### src/rtl/serial_subtractor.sv
// serial_subtractor: bit-serial unsigned subtractor, LSB first, one bit per clock.
// Operands and the initial borrow are latched on the accepting edge. The
// full-subtractor cell then runs WIDTH times with its borrow kept in a flop.
// diff/bout only update on the completion edge, so no partial result is ever visible.
module serial_subtractor #(
  parameter int WIDTH = 8
) (
  input  logic             clk,
  input  logic             rst,
  input  logic             start,
  input  logic [WIDTH-1:0] a,
  input  logic [WIDTH-1:0] b,
  input  logic             bin,
  output logic             busy,
  output logic             done,
  output logic [WIDTH-1:0] diff,
  output logic             bout
);

  localparam int CNT_W = (WIDTH > 1) ? $clog2(WIDTH) : 1;

  typedef enum logic [1:0] {
    IDLE,
    SHIFT,
    DONE
  } state_t;

  state_t             state;
  logic [WIDTH-1:0]   a_sr;
  logic [WIDTH-1:0]   b_sr;
  logic [WIDTH-1:0]   res_sr;
  logic               br;
  logic [CNT_W-1:0]   cnt;

  logic               bit_d;
  logic               bit_br;
  logic [WIDTH-1:0]   res_next;
  logic               last_bit;

  // Full-subtractor cell on the current LSBs, plus the result with the new bit shifted in at the MSB
  always_comb begin
    bit_d    = a_sr[0] ^ b_sr[0] ^ br;
    bit_br   = (~a_sr[0] & b_sr[0]) | (~a_sr[0] & br) | (b_sr[0] & br);
    res_next = {bit_d, res_sr[WIDTH-1:1]};
    last_bit = (cnt == CNT_W'(WIDTH - 1));
  end

  // Control FSM and datapath; DONE accepts start exactly like IDLE so back-to-back runs have no bubble
  always_ff @(posedge clk or posedge rst) begin
    if (rst) begin
      state  <= IDLE;
      a_sr   <= '0;
      b_sr   <= '0;
      res_sr <= '0;
      br     <= 1'b0;
      cnt    <= '0;
      busy   <= 1'b0;
      done   <= 1'b0;
      diff   <= '0;
      bout   <= 1'b0;
    end else begin
      case (state)
        IDLE, DONE: begin
          done <= 1'b0;
          if (start) begin
            a_sr   <= a;
            b_sr   <= b;
            br     <= bin;
            res_sr <= '0;
            cnt    <= '0;
            busy   <= 1'b1;
            state  <= SHIFT;
          end else begin
            busy  <= 1'b0;
            state <= IDLE;
          end
        end

        SHIFT: begin
          a_sr   <= a_sr >> 1;
          b_sr   <= b_sr >> 1;
          br     <= bit_br;
          res_sr <= res_next;
          cnt    <= cnt + CNT_W'(1);
          if (last_bit) begin
            diff  <= res_next;
            bout  <= bit_br;
            done  <= 1'b1;
            busy  <= 1'b0;
            state <= DONE;
          end
        end

        default: begin
          busy  <= 1'b0;
          done  <= 1'b0;
          state <= IDLE;
        end
      endcase
    end
  end

endmodule

### config.mk
export PLATFORM = sky130hd
export DESIGN_NAME = serial_subtractor
export DESIGN_NICKNAME = d
export VERILOG_FILES = /design/src/rtl/serial_subtractor.sv
export SDC_FILE = /design/constraint.sdc
export NUM_CORES = 1
export LEC_CHECK = 0
export CORE_MARGIN = 4
export CORE_UTILIZATION = 25
export CTS_CLUSTER_DIAMETER = 100
export CTS_CLUSTER_SIZE = 28
export DETAILED_ROUTE_END_ITERATION = 8
export PLACE_DENSITY_LB_ADDON = 0.25
export SYNTH_ARGS = -nofsm -noshare
export SYNTH_HDL_FRONTEND = slang
export SYNTH_SLANG_ARGS = --single-unit
### constraint.sdc
create_clock -name clk -period 1.5 [get_ports clk]
set_input_delay 0.3 -clock clk [delete_from_list [all_inputs] [get_ports clk]]
set_output_delay 0.3 -clock clk [all_outputs]
set_load 0.05 [all_outputs]
==> run_results.csv <==
group,metric,value,unit
yosys,synth_edf_count,0,
worst_setup_path,required,1.68,ns
yosys,seq_area_frac_synth,0.535,
detailed_routing,via_per_inst,4.34,
worst_setup_path,path_max_fanout,6,
sta,worstMarginPinSlew,0.496,ns
detailed_routing,drt_iter0_drc,67,
yosys,syn-cell-area,1820,um^2
yosys,synth_top_flop_cell,"dfrtp_1",
final_layout,final_nets,217,
clocking,cts-buffers-inserted,5,
yosys,synth_seq_cells,39,
final_layout,drive_gt1_frac,0.242,
sta,fmax,0.715,GHz
power,power_leakage,1.06,nW
detailed_routing,vias,1258,
final_layout,final_util,0.356,
detailed_routing,top_layer,"met3",
detailed_routing,postRouteAntennaNets,0,
power,ir_drop,0.000652,V
sta,fin_crit_sh,0.933,
global_routing,grt_overflow,0,
yosys,yosys-top-cells-area,"dfrtp_1, mux2_4, mux2_2, mux2i_1, o22ai_1",
global_routing,gr-usage-all-layers,0.0961,
clocking,clockRootBuffer,"clkbuf_8",
floorplan,coreArea,6940,um^2
clocking,htree_levels,2,
global_routing,grt_first_pass_wirelength,6.62,mm
floorplan,dieArea,8720,um^2
outcome,outcome,"complete, no violations",
global_routing,grt_max_degree,40,
power,power_density,2130,nW/um^2
sta,finalHoldViolations,0,
detailed_routing,wl_per_cell,13.1,um
final_layout,syn_to_final_growth,35.6,%
global_routing,grt_pass1_vias,1341,
worst_setup_path,timing.rr.start,"cnt[0]$_DFFE_PP0P_",
final_layout,fin_area,2470,um^2
floorplan,fp.dieW,93.4,um
sta,relSlewSlack,0.670,
yosys,ys_async_sr_fraction,1.00,
global_routing,antenna_found_initial,0,
yosys,ys_warn_count,0,
power,total_power,5.28,mW
job,maxCapViolations,0,
yosys,synthesis.nets,179,
worst_setup_path,startpoint_type,"register",
yosys,synth_top_cell_area_share,0.535,
worst_setup_path,rrSetupSlack,0.10,ns
detailed_routing,wl_met1,1.91,mm
floorplan,start_util,0.263,
placement,place.gp.congestion,0.709,
detailed_routing,firstDrtPassIters,4,
detailed_routing,met2WireLength,1.66,mm
yosys,synth_top_area_cell,"dfrtp_1",
clocking,numClockSinks,39,
detailed_routing,routed_wl,3.80,mm
final_layout,diodes,0,
sta,tns,0,ns
yosys,postSynthAreaPerCell,11.7,um^2
sta,clock_skew,0.00454,ns
floorplan,rows,30,
clocking,cts.clk_slew.worst_paths,0.07,ns
sta,final_max_slew_viol_count,0,
placement,placed_area,2380,um^2
clocking,hold_buffers,0,
worst_setup_path,worstSetupEndpointType,"register",
sta,whs,0.367,ns
yosys,synth.distinct_cells,27,
floorplan,pin_count,31,
sta,fin_crit,1.40,ns
detailed_routing,drc,0,
detailed_routing,wl_met3,223,um
clocking,cts_buffer_depth,2,
sta,rsz0062_at_grt,"false",
hold_path,hp-class,"in2async",
worst_setup_path,cp-startpoint,"cnt[0]$_DFFE_PP0P_",
floorplan,die_h,93.4,um
clocking,clock_latency,0.29,ns
yosys,synthCells,156,
sta,finalSetupViolCount,0,
worst_setup_path,crit_arrival,1.58,ns
worst_setup_path,path_class,"reg2reg",
placement,port_buffers,30,
clocking,tritoncts,"built",
placement,dp.final_hpwl,2.60,mm
layout by cell type (no fill, tap or decap), types with 2 or more instances in the layout:
cell type,n
mux2_4,7
nor2_1,9
o22ai_1,9
clkdlybuf4s50_1,19
o21ai_0,7
a22o_1,6
clkbuf_8,5
inv_1,4
mux2_2,7
buf_12,12
clkbuf_1,2
buf_4,11
a211oi_1,6
nor3_1,8
mux2i_1,6
a21oi_1,7
dfrtp_1,38
nand2b_1,7
nor2b_1,7
nand2_1,6
metal layers:
layer | up-vias | track usage
met3 | 0 | 0.0362
met1 | 596 | 0.132
met5 | - | 0
met4 | 0 | 0.0220
met2 | 33 | 0.143
li1 | 629 | -
cell type report:
class / instances / area, um^2
Sequential cell: 39 / 977
Timing Repair Buffer: 42 / 513
Tap cell: 96 / 120
Inverter: 4 / 15.0
Clock buffer: 7 / 76.3
Fill cell: 721 / 4470
Multi-Input combinational cell: 102 / 769
flip-flops by register name (all words and copies together) (netlist names), 3 cells and up:
name	count
a_sr	8
b_sr	8
cnt	3
diff	8
res_sr	7
logic make-up after synthesis:
family,count (synthesis),synth area share
flip-flops,39,0.535
adder cells (fa/ha/maj),3,0.0247
AO/OA/AOI/OAI,37,0.132
XOR/XNOR,1,0.00481
multiplexers,20,0.134
AND/OR/NAND/NOR,40,0.119
buffers and inverters,16,0.0501
stage by stage:
stage | instances | setup WS (ns)
final | 290 | 0.101
after global routing | 290 | 0.00631
after CTS | 289 | 0.0139
after detailed placement | 282 | 0.0264
after global placement | 282 | 0.0466
after floorplan | 156 | 0.0424
worst max-delay path, stage by stage (launching register included):
cell	delay, ns
dfrtp_1	0.39
ha_1	0.20
ha_2	0.20
nand3b_4	0.15
mux2_2	0.35
cell usage after synthesis, types with 2 or more instances:
cell type  instances
a211oi_1           6
a21oi_1            7
a22o_1             6
buf_2              7
buf_4              2
buf_6              2
dfrtp_1           39
ha_1               2
inv_1              4
mux2_2             7
mux2_4             7
mux2i_1            6
nand2_1            6
nand2b_1           7
nor2_1             9
nor2b_1            7
nor3_1             8
o21ai_0            7
o22ai_1            9
timing repair:
item | 4_1_cts | 5_1_grt
endpoints found under the hold margin | 0 | 0
gates resized for setup | 0 | 1
setup endpoints to repair | 0 | 1
setup buffers | 0 | 0
power breakdown:
part	leakage, nW	switching, mW	internal, mW
logic	0.548	1.25	1.37
clock network	0.0383	0.347	0.320
registers	0.474	0.430	1.55
total	1.06	2.03	3.25
final timing paths:
check	to	cells after the start
worst max-delay path	diff[4]$_DFFE_PP0P_	4
worst min-delay path	diff[6]$_DFFE_PP0P_	3
worst max register to register	diff[4]$_DFFE_PP0P_	4
worst min register to register	a_sr[2]$_DFFE_PP0P_	2
max in group asynchronous	done$_DFFE_PP0P_	3
min in group clk	a_sr[2]$_DFFE_PP0P_	2
Note: power is estimated with default switching activity, not from simulation.
